===== src/rtl/iomem_pkg.sv =====
`default_nettype none
// ============================================================================
//  Module      : iomem_pkg
//  Description : Shared types and constants for the picosoc iomem arbiter:
//                arbiter state encoding, default bus widths and the read
//                data returned to a master whose access timed out.
//  Revision    : 1.0 - initial release
// ============================================================================
package iomem_pkg;

    localparam int          IOMEM_ADDR_W        = 32;
    localparam int          IOMEM_DATA_W        = 32;
    localparam logic [31:0] IOMEM_TIMEOUT_RDATA = 32'hDEAD_BEEF;

    typedef enum logic [1:0] {
        IDLE = 2'd0,
        BUSY = 2'd1,
        DONE = 2'd2
    } iomem_state_e;

endpackage : iomem_pkg
`default_nettype wire


===== src/rtl/iomem_arbiter_if.sv =====
`default_nettype none
// ============================================================================
//  Module      : iomem_arbiter_if
//  Description : One picosoc iomem bus link (valid/ready/wstrb/addr/wdata/
//                rdata).
//                  master modport : the side that issues requests
//                  slave  modport : the side that completes them
//                wstrb == 0 marks a read.
//  Revision    : 1.0 - initial release
// ============================================================================
interface iomem_arbiter_if
    import iomem_pkg::*;
#(
    parameter int ADDR_W = IOMEM_ADDR_W,
    parameter int DATA_W = IOMEM_DATA_W
);

    logic                  valid;
    logic                  ready;
    logic [DATA_W/8-1:0]   wstrb;
    logic [ADDR_W-1:0]     addr;
    logic [DATA_W-1:0]     wdata;
    logic [DATA_W-1:0]     rdata;

    modport master (
        output valid, wstrb, addr, wdata,
        input  ready, rdata
    );

    modport slave (
        input  valid, wstrb, addr, wdata,
        output ready, rdata
    );

endinterface : iomem_arbiter_if
`default_nettype wire


===== src/rtl/iomem_arb_timeout.sv =====
`default_nettype none
// ============================================================================
//  Module      : iomem_arb_timeout
//  Description : Bus watchdog counter for the iomem arbiter. It is used only
//                when IOMEM_ARB_TIMEOUT_EN is defined.
//                  clk, resetn : clock, synchronous active-low reset
//                  clear       : hold the count at zero (outside BUSY)
//                  enable      : count one BUSY cycle
//                  expired     : high in the TIMEOUT_CYCLES-th BUSY cycle
//  Revision    : 1.0 - initial release
// ============================================================================
module iomem_arb_timeout #(
    parameter int TIMEOUT_CYCLES = 255
) (
    input  wire logic clk,
    input  wire logic resetn,
    input  wire logic clear,
    input  wire logic enable,
    output logic      expired
);

    // The count holds the number of BUSY cycles already spent. The limit is
    // therefore reached in the cycle in which the count equals TIMEOUT_CYCLES-1.
    localparam logic [15:0] C_LAST = 16'(TIMEOUT_CYCLES - 1);

    logic [15:0] r_count;

    always_ff @(posedge clk) begin
        if (!resetn || clear) begin
            r_count <= 16'd0;
        end else if (enable && (r_count != 16'hFFFF)) begin
            r_count <= r_count + 16'd1;
        end
    end

    assign expired = enable && (r_count == C_LAST);

endmodule : iomem_arb_timeout
`default_nettype wire


===== src/rtl/iomem_arbiter.sv =====
`default_nettype none
// ============================================================================
//  Module      : iomem_arbiter
//  Description : Round-robin arbiter that shares the picosoc iomem peripheral
//                bus between two masters (m0 = PicoRV32, m1 = host bridge).
//                It runs one transaction at a time through the states
//                IDLE -> BUSY -> DONE.
//                  clk, resetn  : clock, synchronous active-low reset
//                  m0, m1       : master links (slave modport)
//                  s            : link to the decoded peripherals
//                  timeout_err  : one-cycle pulse when an access is aborted
//                  grant_id     : owner of the current or last grant
//                Optional feature: define IOMEM_ARB_TIMEOUT_EN to add a
//                bus-timeout watchdog (iomem_arb_timeout).
//  Revision    : 1.0 - initial release
// ============================================================================
module iomem_arbiter
    import iomem_pkg::*;
#(
    parameter int                ADDR_W         = IOMEM_ADDR_W,
    parameter int                DATA_W         = IOMEM_DATA_W,
    parameter int                TIMEOUT_CYCLES = 255,
    parameter logic [DATA_W-1:0] TIMEOUT_RDATA  = IOMEM_TIMEOUT_RDATA
) (
    input  wire logic        clk,
    input  wire logic        resetn,
    iomem_arbiter_if.slave   m0,
    iomem_arbiter_if.slave   m1,
    iomem_arbiter_if.master  s,
    output logic             timeout_err,
    output logic             grant_id
);

    iomem_state_e      r_state;
    iomem_state_e      w_state_nxt;
    logic              r_grant_id;
    logic              w_grant_nxt;
    logic              r_rr_last;
    logic              w_rr_last_nxt;
    logic              w_gnt_valid;
    logic              w_done;
    logic              w_timeout;
    logic              w_complete;
    logic              w_expired;
    logic [DATA_W-1:0] w_rdata;

`ifdef IOMEM_ARB_TIMEOUT_EN
    iomem_arb_timeout #(
        .TIMEOUT_CYCLES (TIMEOUT_CYCLES)
    ) u_timeout (
        .clk     (clk),
        .resetn  (resetn),
        .clear   (r_state != BUSY),
        .enable  (r_state == BUSY),
        .expired (w_expired)
    );
`else
    // Without the watchdog, BUSY waits for the slave indefinitely.
    logic w_unused_cfg;
    assign w_unused_cfg = ^{TIMEOUT_RDATA, 16'(TIMEOUT_CYCLES)};
    assign w_expired    = 1'b0;
`endif

    // The granted master drives the slave side directly. The mux follows the
    // registered grant, so the slave request path has no arbitration logic.
    assign w_gnt_valid = r_grant_id ? m1.valid : m0.valid;
    assign s.addr      = r_grant_id ? m1.addr  : m0.addr;
    assign s.wdata     = r_grant_id ? m1.wdata : m0.wdata;
    assign s.wstrb     = r_grant_id ? m1.wstrb : m0.wstrb;

    always_ff @(posedge clk) begin
        if (!resetn) begin
            r_state    <= IDLE;
            r_grant_id <= 1'b0;
            r_rr_last  <= 1'b1;   // m0 wins the first tie after reset
        end else begin
            r_state    <= w_state_nxt;
            r_grant_id <= w_grant_nxt;
            r_rr_last  <= w_rr_last_nxt;
        end
    end

    always_comb begin
        w_state_nxt   = r_state;
        w_grant_nxt   = r_grant_id;
        w_rr_last_nxt = r_rr_last;
        s.valid       = 1'b0;
        w_done        = 1'b0;
        w_timeout     = 1'b0;
        case (r_state)
            IDLE: begin
                if (m0.valid || m1.valid) begin
                    w_grant_nxt   = (m0.valid && m1.valid) ? ~r_rr_last : m1.valid;
                    w_rr_last_nxt = w_grant_nxt;
                    w_state_nxt   = BUSY;
                end
            end
            BUSY: begin
                s.valid = w_gnt_valid;
                if (!w_gnt_valid) begin
                    // The master withdrew its request. Abort without a ready
                    // pulse. The grant still counts for the round-robin.
                    w_state_nxt = IDLE;
                end else if (s.ready) begin
                    // A slave answer in the expiry cycle takes priority.
                    w_done      = 1'b1;
                    w_state_nxt = DONE;
                end else if (w_expired) begin
                    w_done      = 1'b1;
                    w_timeout   = 1'b1;
                    w_state_nxt = DONE;
                end
            end
            DONE: begin
                w_state_nxt = IDLE;
            end
            default: begin
                w_state_nxt = IDLE;
            end
        endcase
    end

    // A completion seen while reset is asserted is dropped. The access is
    // abandoned, so no master may see a ready for it.
    assign w_complete  = w_done & resetn;
    assign w_rdata     = w_timeout ? TIMEOUT_RDATA : s.rdata;

    assign m0.ready    = w_complete & ~r_grant_id;
    assign m1.ready    = w_complete &  r_grant_id;
    assign m0.rdata    = m0.ready ? w_rdata : '0;
    assign m1.rdata    = m1.ready ? w_rdata : '0;

    assign timeout_err = w_timeout & resetn;
    assign grant_id    = r_grant_id;

endmodule : iomem_arbiter
`default_nettype wire


===== src/flat_wrapper.sv =====
// flat-port wrapper written by rule: the top's interface ports become plain ports
module iomem_arbiter_flat import iomem_pkg::*;
#(
    parameter int                ADDR_W         = IOMEM_ADDR_W,
    parameter int                DATA_W         = IOMEM_DATA_W,
    parameter int                TIMEOUT_CYCLES = 255,
    parameter logic [DATA_W-1:0] TIMEOUT_RDATA  = IOMEM_TIMEOUT_RDATA
)
  (clk, resetn, timeout_err, grant_id, m0_valid, m0_wstrb, m0_addr, m0_wdata, m0_ready, m0_rdata, m1_valid, m1_wstrb, m1_addr, m1_wdata, m1_ready, m1_rdata, s_valid, s_wstrb, s_addr, s_wdata, s_ready, s_rdata);
  iomem_arbiter_if #(.ADDR_W(ADDR_W), .DATA_W(DATA_W)) m0_i ();
  iomem_arbiter_if #(.ADDR_W(ADDR_W), .DATA_W(DATA_W)) m1_i ();
  iomem_arbiter_if #(.ADDR_W(ADDR_W), .DATA_W(DATA_W)) s_i ();
  input  wire logic clk;
  input  wire logic resetn;
  output logic timeout_err;
  output logic grant_id;
  input wire logic [$bits(m0_i.valid)-1:0] m0_valid;
  input wire logic [$bits(m0_i.wstrb)-1:0] m0_wstrb;
  input wire logic [$bits(m0_i.addr)-1:0] m0_addr;
  input wire logic [$bits(m0_i.wdata)-1:0] m0_wdata;
  output wire logic [$bits(m0_i.ready)-1:0] m0_ready;
  output wire logic [$bits(m0_i.rdata)-1:0] m0_rdata;
  input wire logic [$bits(m1_i.valid)-1:0] m1_valid;
  input wire logic [$bits(m1_i.wstrb)-1:0] m1_wstrb;
  input wire logic [$bits(m1_i.addr)-1:0] m1_addr;
  input wire logic [$bits(m1_i.wdata)-1:0] m1_wdata;
  output wire logic [$bits(m1_i.ready)-1:0] m1_ready;
  output wire logic [$bits(m1_i.rdata)-1:0] m1_rdata;
  output wire logic [$bits(s_i.valid)-1:0] s_valid;
  output wire logic [$bits(s_i.wstrb)-1:0] s_wstrb;
  output wire logic [$bits(s_i.addr)-1:0] s_addr;
  output wire logic [$bits(s_i.wdata)-1:0] s_wdata;
  input wire logic [$bits(s_i.ready)-1:0] s_ready;
  input wire logic [$bits(s_i.rdata)-1:0] s_rdata;
  assign m0_i.valid = m0_valid;
  assign m0_i.wstrb = m0_wstrb;
  assign m0_i.addr = m0_addr;
  assign m0_i.wdata = m0_wdata;
  assign m0_ready = m0_i.ready;
  assign m0_rdata = m0_i.rdata;
  assign m1_i.valid = m1_valid;
  assign m1_i.wstrb = m1_wstrb;
  assign m1_i.addr = m1_addr;
  assign m1_i.wdata = m1_wdata;
  assign m1_ready = m1_i.ready;
  assign m1_rdata = m1_i.rdata;
  assign s_valid = s_i.valid;
  assign s_wstrb = s_i.wstrb;
  assign s_addr = s_i.addr;
  assign s_wdata = s_i.wdata;
  assign s_i.ready = s_ready;
  assign s_i.rdata = s_rdata;
  iomem_arbiter #(.ADDR_W(ADDR_W), .DATA_W(DATA_W), .TIMEOUT_CYCLES(TIMEOUT_CYCLES), .TIMEOUT_RDATA(TIMEOUT_RDATA)) u_core (.clk(clk), .resetn(resetn), .m0(m0_i), .m1(m1_i), .s(s_i), .timeout_err(timeout_err), .grant_id(grant_id));
endmodule

===== config.mk =====
export PLATFORM = sky130hd
export DESIGN_NAME = iomem_arbiter_flat
export DESIGN_NICKNAME = d
export VERILOG_FILES = /design/src/rtl/iomem_pkg.sv /design/src/rtl/iomem_arbiter_if.sv /design/src/rtl/iomem_arb_timeout.sv /design/src/rtl/iomem_arbiter.sv /design/src/flat_wrapper.sv
export SDC_FILE = /design/constraint.sdc
export NUM_CORES = 1
export LEC_CHECK = 0
export ABC_AREA = 1
export BUFFER_PORTS_ARGS = -buffer_cell sky130_fd_sc_hd__buf_2
export CELL_PAD_IN_SITES_DETAIL_PLACEMENT = 0
export CELL_PAD_IN_SITES_GLOBAL_PLACEMENT = 1
export CORE_AREA = 2 2 120 122
export DETAILED_ROUTE_END_ITERATION = 6
export DIE_AREA = 0 0 122 124
export PLACE_DENSITY = 0.74
export SLEW_MARGIN = 25
export SYNTH_ARGS = -nofsm -noshare
export SYNTH_HDL_FRONTEND = slang
export SYNTH_SLANG_ARGS = --single-unit
export TNS_END_PERCENT = 100

===== constraint.sdc =====
create_clock -name clk -period 1.55 [get_ports clk]
set_input_delay 0.31 -clock clk [delete_from_list [all_inputs] [get_ports clk]]
set_output_delay 0.31 -clock clk [all_outputs]
set_load 0.01 [all_outputs]

==> reports/results.ini, run 1 <==
[status]
status = complete, but fails checks
violations = negative setup slack

[synthesis]
synth_compound_area_share_pct = 0.649
syn_inst = 360
netlist_area_um2 = 1540
yosys.area_share.xor_xnor_pct = 0
synth.mux.area_fraction_pct = 0
yosysWarnings = 0
ys_ff_latch = 4
syn_nets = 533
synthSimpleGateAreaFrac_pct = 73.7
synth_top_family_by_area = simple AND/OR/NAND/NOR gates
synthAdderAreaFrac_pct = 0
synth_area_per_cell_um2 = 4.29
synth.distinct_cells = 17
synth.yosys.seq_area_share_pct = 5.19

[layout]
final_layout_size_suffix_gt1_share_pct = 51.1
instances_no_fill = 840
seqCellArea_um2 = 85.1
fin_nets = 835
fill_cells = 1597
area_delta_synth_final_pct = 120
antenna_cells = 0
final_cell_mix = buf_2, nand2_1, nor2_1
final_common_cell = buf_2
multi_input_comb_area_um2 = 1170

[sta]
period_needed_ps = 1680
fin_crit_sh_pct = 108
clock_skew_ps = 0.773
rsz0062_at_grt = true
hold_ws_ps = 302
finalWorstSetupSlack_ps = -127
hold_violations = 0
fmax_mhz = 596
setup_viol = 73
drv_slew = 0

[clock_tree]
cts_buffer_depth = 2
clkSinkCount = 4
path_clk_slew_ps = 30
cts_buffers = 3
clk_latency_ps = 230
htree_num_levels = 1
clockRootBuffer = clkbuf_16
cts_tree = yes

[grt]
grt_pass1_wl_um = 11500
grt_max_degree = 36
grt_antenna_before_repair = 0
first_global_vias = 2611
grt_overflow = 0
grt_use_total_pct = 9.38

[power_and_ir_drop]
power_mw = 1.42
power_density_nw_per_um2 = 420
p_leak_nw = 2.49
irDropWorstVdd_uv = 431

[worst_setup_path]
path_cells = clkinv_4 > nand2_4 > nand2_4 > nand4_4 > buf_12 > nor2_1 > buf_2
critPathTopFamily = buffers and inverters
crit_slowest_cell = dfxtp_4
worst_setup_path_end_kind = primary output
crit_path_max_fanout = 33
start_kind = flip-flop
worst_ep_required_time_ps = 1240
cpPeakStageDelay_ps = 350
worst-path-buf-inv = 3
cpMostUsedCell = nand2_4
crit_arrival_ps = 1370
crit_type = reg2out

[place]
io_buffers = 308
placed_cells = 834
hpwl_um = 7150
gp_congestion = 0.764

[route]
ant_nets = 0
drc = 0
drt-pass1-iter-count = 4
wirelength_um = 8410
routedWlPerCell_um = 10.0
num_vias = 3036
drtIter0Drc = 71
vias_per_cell = 3.61

[floorplanning]
fp.dieW_um = 122
die-area_um2 = 15100
die_y_um = 124
io_pins = 310
core.rowCount = 43
coreArea_um2 = 13700
initial_core_util_pct = 11.2

[worst_hold_path]
hp-class = in2reg

[run]
max-cap-violations = 0

[registers in the layout, indices dropped and copies added, names as in the netlist]
register and cells:
u_core.r_rr_last 1, u_core.r_state 2, u_core.grant_id 1
[per-stage QoR]
stage	setup slack, ps	utilization [%]	TNS (ps)	cell area, um^2
after CTS	-122	24.5	-5830	3360
final	-127	24.7	-5230	3390
after floorplan	73.3	-	0	1540
after global routing	-174	24.7	-12910	3390
after detailed placement	33.0	23.7	0	3250
after global placement	19.0	23.7	0	3250
[kinds of logic (layout without fill, tap and decap cells)]
family / Yosys count / after routing
buffers and inverters: 65 / 365
other: 1 / 1
AOI/OAI and AO/OA: 2 / 2
DFF: 4 / 4
and+or+nand+nor: 288 / 288
[per-layer routing]
| layer | track usage (%) | vias to the layer above | part of all wire, % |
|---|---|---|---|
| met4 | 1.94 | 0 | 0.54 |
| met3 | 1.19 | 4 | 8.9 |
| met5 | 0 | - | 0 |
| met1 | 10.1 | 1245 | 38 |
| li1 | - | 1623 | - |
| met2 | 19.3 | 164 | 53 |
[cells in the mapped netlist]
cell type	count	area share, %
nand3_1	3	0.97
inv_1	40	9.7
conb_1	1	0.24
nand2_1	214	52
nor2_1	66	16
buf_4	1	0.49
inv_2	2	0.49
a21oi_1	2	0.65
buf_2	5	1.6
nand2_4	1	0.73
clkbuf_1	9	2.2
dfxtp_1	4	5.2
nand2_2	1	0.41
nor2_4	1	0.73
clkinv_4	1	0.57
nand4_4	2	2.8
buf_6	7	5.1
[path summary, 6_finish.rpt]
path	from	to	slack (ps)	cells past startpoint
setup reg to reg	u_core.grant_id	u_core.r_state[0]	590	6
setup / recovery	u_core.grant_id	m1_rdata[1]	-130	7
hold reg to reg	u_core.r_rr_last	u_core.r_rr_last	480	2
hold / removal	resetn	u_core.r_rr_last	300	2
[power by group]
part	switching, mW	internal (mW)
registers	0.00795	0.112
logic	0.485	0.409
clock network	0.0787	0.330
total	0.571	0.852
[timing repair]
item / 4_1_cts / 5_1_grt
pin swaps: 0 / 1
hold buffers: 0 / 0
setup buffers: 1 / 2
gates resized for setup: 7 / 5
endpoints found under the setup margin: 134 / 132
[area by class of cell]
| class | count | share of cell area, % |
|---|---|---|
| Timing Repair Buffer | 319 | 49.2 |
| Inverter | 43 | 4.91 |
| Tap cell | 180 | 6.64 |
| Clock buffer | 3 | 2.21 |
| Sequential cell | 4 | 2.51 |
| Multi-Input combinational cell | 291 | 34.5 |
Note: power is estimated with default switching activity, not from simulation.
==> run 2: changes to the inputs <==
==> constraint.sdc (replaced) <==
create_clock -name clk -period 1.55 [get_ports clk]
set_input_delay 0.155 -clock clk [delete_from_list [all_inputs] [get_ports clk]]
set_output_delay 0.155 -clock clk [all_outputs]
set_load 0.01 [all_outputs]
==> reports/results.ini, run 2 (same netlist as run 1, synthesis figures left out) <==
[status]
status = completed  ; was complete, but fails checks

[layout]
largest_reg_flops = 2  ; unchanged
area_delta_synth_final_pct = 122  ; was 120%
final_cell_mix = buf_2, nand2_1, nor2_1  ; unchanged
top_register = u_core.r_state  ; unchanged
fin_nets = 837  ; was 835
final_layout_size_suffix_gt1_share_pct = 51.7  ; was 51.1%
fill_cells = 1616  ; was 1597
final_common_cell = buf_2  ; unchanged

[power_and_ir_drop]
irDropWorstVdd_uv = 264  ; was 431 uV
power_mw = 1.42  ; about the same
power_density_nw_per_um2 = 416  ; was 420 nW/um^2
p_leak_nw = 2.51  ; was 2.49 nW

[route]
num_vias = 3038  ; was 3036
drc = 0  ; unchanged
drtIter0Drc = 102  ; was 71
ant_nets = 0  ; unchanged
vias_per_cell = 3.60  ; was 3.61
drt-pass1-iter-count = 4  ; unchanged
routedWlPerCell_um = 10.5  ; was 10.0 um
wirelength_um = 8880  ; was 8410 um

[clock_tree]
cts_tree = yes  ; unchanged
clockRootBuffer = clkbuf_16  ; unchanged
hold_buffers = 0  ; unchanged
cts_buffers = 3  ; unchanged
cts_buffer_depth = 2  ; unchanged
path_clk_slew_ps = 30  ; about the same
clkSinkCount = 4  ; unchanged
htree_num_levels = 1  ; unchanged
clk_latency_ps = 230  ; about the same

[sta]
setup_viol = 0  ; was 73
hold_violations = 0  ; unchanged
fin_crit_sh_pct = 98.6  ; was 108%
rsz0062_at_grt = true  ; unchanged
clock_skew_ps = 1.49  ; was 0.773 ps
fin_setup_tns_ps = 0  ; was -5230 ps
fmax_mhz = 654  ; was 596 MHz
drv_slew = 0  ; unchanged
period_needed_ps = 1530  ; was 1680 ps

[worst_setup_path]
start_kind = flip-flop  ; unchanged
crit_arrival_ps = 1370  ; about the same
crit_type = reg2out  ; unchanged
worst_setup_path_end_kind = primary output  ; unchanged
crit_path_max_fanout = 17  ; was 33
worst_ep_required_time_ps = 1390  ; was 1240 ps

[grt]
grt_overflow = 0  ; unchanged
first_global_vias = 2484  ; was 2611
grt_max_degree = 36  ; unchanged
grt_antenna_before_repair = 1  ; was 0
grt_use_total_pct = 9.50  ; was 9.38%
grt_pass1_wl_um = 11500  ; about the same

[floorplanning]
coreArea_um2 = 13700  ; unchanged
fp.dieW_um = 122  ; unchanged
initial_core_util_pct = 11.2  ; unchanged
io_pins = 310  ; unchanged
die_y_um = 124  ; unchanged
die-area_um2 = 15100  ; unchanged
core.rowCount = 43  ; unchanged

[place]
gp_congestion = 0.786  ; was 0.764
io_buffers = 308  ; unchanged
hpwl_um = 7210  ; was 7150 um

[worst_hold_path]
hp-class = in2reg  ; unchanged

[run]
max-cap-violations = 0  ; unchanged

[run 2: final timing paths]
check | start | end | slack [ps] | depth (start not counted)
max | u_core.grant_id | m1_rdata[1] | 20 | 7
min | resetn | u_core.r_rr_last | 160 | 2
max reg2reg | u_core.grant_id | u_core.r_state[0] | 600 | 6
min reg2reg | u_core.r_rr_last | u_core.r_rr_last | 460 | 2
[run 2: layout make-up]
| cell class | instances | area [um^2] | share of cell area, % |
|---|---|---|---|
| repair buffers | 321 | 1700 | 49.6 |
| multi-input cells | 291 | 1170 | 34.2 |
| well taps | 180 | 225 | 6.57 |
| inverters | 43 | 166 | 4.85 |
| flip-flops and latches | 4 | 85.1 | 2.48 |
| clock buffers | 3 | 75.1 | 2.19 |
| diodes | 1 | 2.50 | 0.0730 |
[run 2: power by group]
group	switching [mW]	internal, mW
logic	0.489	0.412
clock network	0.0735	0.330
registers	0.00910	0.112
total	0.571	0.854
[run 2: through the flow]
step | utilization (%) | cell area, um^2 | std cells | hold WS, ps | setup WS (ps)
floorplan | - | 1540 | 360 | 239 | 228
global route | 25.0 | 3430 | 843 | 186 | -60.6
detailed placement | 23.6 | 3240 | 833 | 389 | 235
finish | 25.0 | 3430 | 843 | 161 | 22.0
global placement | 23.6 | 3240 | 833 | 385 | 268
CTS | 24.2 | 3320 | 836 | 158 | 15.8
[run 2: worst max-delay path: stages (launching register included)]
cell,delay [ps]
dfxtp_4,360
clkinv_4,70
nand2_4,40
nand2_4,100
nand4_4,150
buf_12,200
nor2_1,90
buf_2,130
[run 2: metal layers]
layer | wire length, um | part of all wire (%) | GRT usage (%)
met1 | 3290 | 37 | 9.75
met2 | 4620 | 52 | 19.0
met3 | 818 | 9.2 | 1.65
met4 | 150 | 1.7 | 3.52
met5 | 0 | 0 | 0
[run 2: timing repair]
item / in CTS / in global routing
setup endpoints to repair: 1 / 77
setup buffers: 0 / 4
resized for setup: 1 / 14
pin swaps: 0 / 0
gates cloned: 0 / 2
==> run 3: changes to the inputs <==
--- a/config.mk
+++ b/config.mk
@@ -5,14 +5,14 @@
 export SDC_FILE = /design/constraint.sdc
 export NUM_CORES = 1
 export LEC_CHECK = 0
-export ABC_AREA = 1
+export ABC_AREA = 0
 export BUFFER_PORTS_ARGS = -buffer_cell sky130_fd_sc_hd__buf_2
 export CELL_PAD_IN_SITES_DETAIL_PLACEMENT = 0
 export CELL_PAD_IN_SITES_GLOBAL_PLACEMENT = 1
-export CORE_AREA = 2 2 120 122
+export CORE_AREA = 2 2 119 121
 export DETAILED_ROUTE_END_ITERATION = 6
-export DIE_AREA = 0 0 122 124
-export PLACE_DENSITY = 0.74
+export DIE_AREA = 0 0 121 123
+export PLACE_DENSITY = 0.67
 export SLEW_MARGIN = 25
 export SYNTH_ARGS = -nofsm -noshare
 export SYNTH_HDL_FRONTEND = slang
==> reports/results.ini, run 3 <==
[status]
status = completed  ; unchanged

[synthesis]
yosysWarnings = 0  ; unchanged
synth_area_leaders = mux2_2, nor3_2, nor3_1  ; was nand2_1, nor2_1, inv_1
synth_commonest_cells = mux2_2, nor3_1, inv_1  ; was nand2_1, nor2_1, inv_1
netlist_area_um2 = 1780  ; was 1540 um^2
synth_area_per_cell_um2 = 8.39  ; was 4.29 um^2
synth_top_family_by_area = multiplexers  ; was simple AND/OR/NAND/NOR gates
yosys.area.top_type = mux2_2  ; was nand2_1
async_reset_ff_share_pct = 0  ; unchanged
synth_compound_area_share_pct = 1.76  ; was 0.649%
syn_inst = 212  ; was 360
synthSimpleGateAreaFrac_pct = 32.3  ; was 73.7%
synth_most_common_cell = mux2_2  ; was nand2_1
synthAdderAreaFrac_pct = 0  ; unchanged
synth_ff_type = dfxtp_1  ; unchanged
synth.mux.area_fraction_pct = 43.7  ; was 0%
synth_edf_count = 0  ; unchanged
yosys.area_share.xor_xnor_pct = 0  ; unchanged
ys_ff_latch = 4  ; unchanged
synth.distinct_cells = 23  ; was 17
syn_nets = 385  ; was 533
synth_top_area_share_pct = 43.7  ; was 52.1%
synth.yosys.seq_area_share_pct = 4.50  ; was 5.19%

[sta]
fmax_mhz = 647  ; was 654 MHz
finalWorstSetupSlack_ps = 4.75  ; was 22.0 ps
fin_crit_sh_pct = 99.7  ; was 98.6%
clock_skew_ps = 1.70  ; was 1.49 ps
rsz0062_at_grt = true  ; unchanged
period_needed_ps = 1550  ; was 1530 ps
hold_ws_ps = 188  ; was 161 ps
hold_violations = 0  ; unchanged
setup_viol = 0  ; unchanged
drv_slew = 0  ; unchanged

[layout]
top_register = u_core.r_state  ; unchanged
finalCoreUtilization_pct = 26.8  ; was 25.0%
antenna_cells = 0  ; was 1
final_layout_size_suffix_gt1_share_pct = 84.0  ; was 51.7%
fill_cells = 1482  ; was 1616
fin_nets = 688  ; was 837
final_common_cell = buf_2  ; unchanged
largest_reg_flops = 2  ; unchanged
area_delta_synth_final_pct = 105  ; was 122%
final_cell_mix = buf_2, mux2_2, inv_1  ; was buf_2, nand2_1, nor2_1

[worst_setup_path]
ff2ff_setup_slack_ps = 410  ; was 600 ps
r2r-start = u_core.r_state[1]  ; was u_core.grant_id
critPathTopFamily = flip-flops  ; was buffers and inverters
crit_start = u_core.grant_id  ; unchanged
cpPeakStageDelay_ps = 410  ; was 360 ps
crit_type = reg2out  ; unchanged
path_cells = buf_12 > mux2_2 > buf_2  ; was clkinv_4 > nand2_4 > nand2_4 > nand4_4 > buf_12 > nor2_1 > buf_2
worst_r2r_endpoint = u_core.r_rr_last  ; was u_core.r_state[0]
worst_ep_required_time_ps = 1390  ; about the same
worst_setup_path_end_kind = primary output  ; unchanged
crit_path_max_fanout = 35  ; was 17
crit_arrival_ps = 1390  ; was 1370 ps
start_kind = flip-flop  ; unchanged
r2r_cells = 3  ; was 6
worst-path-buf-inv = 2  ; was 3
crit_slowest_cell = dfxtp_4  ; unchanged

[place]
io_buffers = 308  ; unchanged
hpwl_um = 8290  ; was 7210 um
dpl_worst_slack_ps = 149  ; was 235 ps
gp_congestion = 0.863  ; was 0.786

[floorplanning]
core.rowCount = 43  ; unchanged
die-area_um2 = 14900  ; was 15100 um^2
initial_core_util_pct = 13.1  ; was 11.2%
io_pins = 310  ; unchanged
fp.dieW_um = 121  ; was 122 um
coreArea_um2 = 13600  ; was 13700 um^2
die_y_um = 123  ; was 124 um

[grt]
grt_overflow = 0  ; unchanged
grt_pass1_wl_um = 13200  ; was 11500 um
grt_use_total_pct = 11.3  ; was 9.50%
grt.busiest_layer = met2  ; unchanged
first_global_vias = 2492  ; was 2484
use_met1_pct = 12.1  ; was 9.75%
grt_antenna_before_repair = 1  ; unchanged
met3_usage_pct = 3.64  ; was 1.65%
grt_max_degree = 36  ; unchanged
met2_usage_pct = 22.0  ; was 19.0%

[power_and_ir_drop]
pwr-share-comb_pct = 66.1  ; was 63.2%
switching_share_pct = 37.4  ; was 40.1%
seqPwrFrac_pct = 8.1  ; was 8.5%
p_sw_mw = 0.591  ; was 0.571 mW
irDropWorstVdd_uv = 236  ; was 264 uV
p_leak_nw = 2.04  ; was 2.51 nW
power_mw = 1.58  ; was 1.42 mW
power_density_nw_per_um2 = 432  ; was 416 nW/um^2
internal_power_mw = 0.989  ; was 0.854 mW
clockPowerShare_pct = 25.8  ; was 28.3%

[route]
routedWlPerCell_um = 14.1  ; was 10.5 um
wirelength_um = 9740  ; was 8880 um
num_vias = 2718  ; was 3038
ant_nets = 0  ; unchanged
drt-pass1-iter-count = 4  ; unchanged
drtIter0Drc = 49  ; was 102
vias_per_cell = 3.92  ; was 3.60
drc = 0  ; unchanged

[clock_tree]
htree_num_levels = 1  ; unchanged
cts_buffer_depth = 2  ; unchanged
clk_latency_ps = 230  ; about the same
clockRootBuffer = clkbuf_16  ; unchanged
clkSinkCount = 4  ; unchanged
hold_buffers = 0  ; unchanged
cts_tree = yes  ; unchanged
cts_buffers = 3  ; unchanged
path_clk_slew_ps = 30  ; about the same

[worst_hold_path]
whs_path_depth = 2  ; unchanged
hold_end = u_core.r_rr_last  ; unchanged
hp-class = in2reg  ; unchanged
hold_path_startpoint = resetn  ; unchanged

[run]
max-cap-violations = 0  ; unchanged

-- run 3: cell count changes after synthesis, moves of 4 or more --
cell / before / now
nor3_1: 0 / 34
mux2_2: 0 / 69
clkbuf_1: 9 / 0
nand2_1: 214 / 2
nor2_1: 66 / 3
inv_1: 40 / 33
nor3_2: 0 / 30
buf_2: 5 / 9
-- run 3: worst max-delay path by stage --
stage / end / depth (start not counted) / slack, ps
final: s_wdata[13] / 3 / 5
after global routing: m1_rdata[3] / 4 / -50
after CTS: s_wdata[13] / 3 / -10
after detailed placement: m1_rdata[3] / 4 / 150
after global placement: m1_rdata[3] / 4 / 170
after floorplan: m1_rdata[23] / 5 / 230
-- run 3: area by class of cell --
class | instances | area (um^2) | area share [%]
timing repair buffer | 321 | 1730 | 47.3
multi-input combinational | 152 | 1410 | 38.7
tap | 180 | 225 | 6.16
inverter | 33 | 124 | 3.39
sequential | 4 | 88.8 | 2.43
clock buffer | 3 | 75.1 | 2.05
-- run 3: worst register-to-register path: stages (launching register included) --
cell and delay (ps):
dfxtp_2 310, buf_4 140, or4b_1 500, o211ai_1 110
-- run 3: stage by stage --
| step | cells | TNS, ps | cell area, um^2 |
|---|---|---|---|
| 2_1_floorplan | 212 | 0 | 1780 |
| 3_3_place_gp | 686 | 0 | 3490 |
| 3_5_place_dp | 686 | 0 | 3490 |
| 4_1_cts | 691 | -58.6 | 3600 |
| 5_1_grt | 693 | -1530 | 3650 |
| 6_report | 693 | 0 | 3650 |
-- run 3: what timing repair did --
item | 4_1_cts | 5_1_grt
setup endpoints to repair | 97 | 73
cloned | 1 | 0
buffers inserted | 1 | 2
gates resized for setup | 3 | 9
pin swaps | 1 | 0
-- run 3: cell families after synthesis --
kind of cell / after synthesis
AND/OR/NAND/NOR: 78
multiplexers: 69
buffers and inverters: 56
AO/OA/AOI/OAI: 4
flip-flops: 4
other: 1
-- run 3: power by group through the flow --
| stage | logic [mW] | clock network, mW | registers, mW |
|---|---|---|---|
| global placement | 1.02 | 0 | 0.129 |
| global route | 1.13 | 0.423 | 0.131 |
| CTS | 1.04 | 0.408 | 0.130 |
| finish | 1.04 | 0.407 | 0.128 |
| floorplan | 0.552 | 0 | 0.122 |
| detailed placement | 1.02 | 0 | 0.130 |
-- run 3: metal layers --
layer  part of all wire, %  up-vias
li1                      -     1340
met1                    35     1199
met2                    54      169
met3                    10        8
met4                  0.93        2
met5                  0.16        -
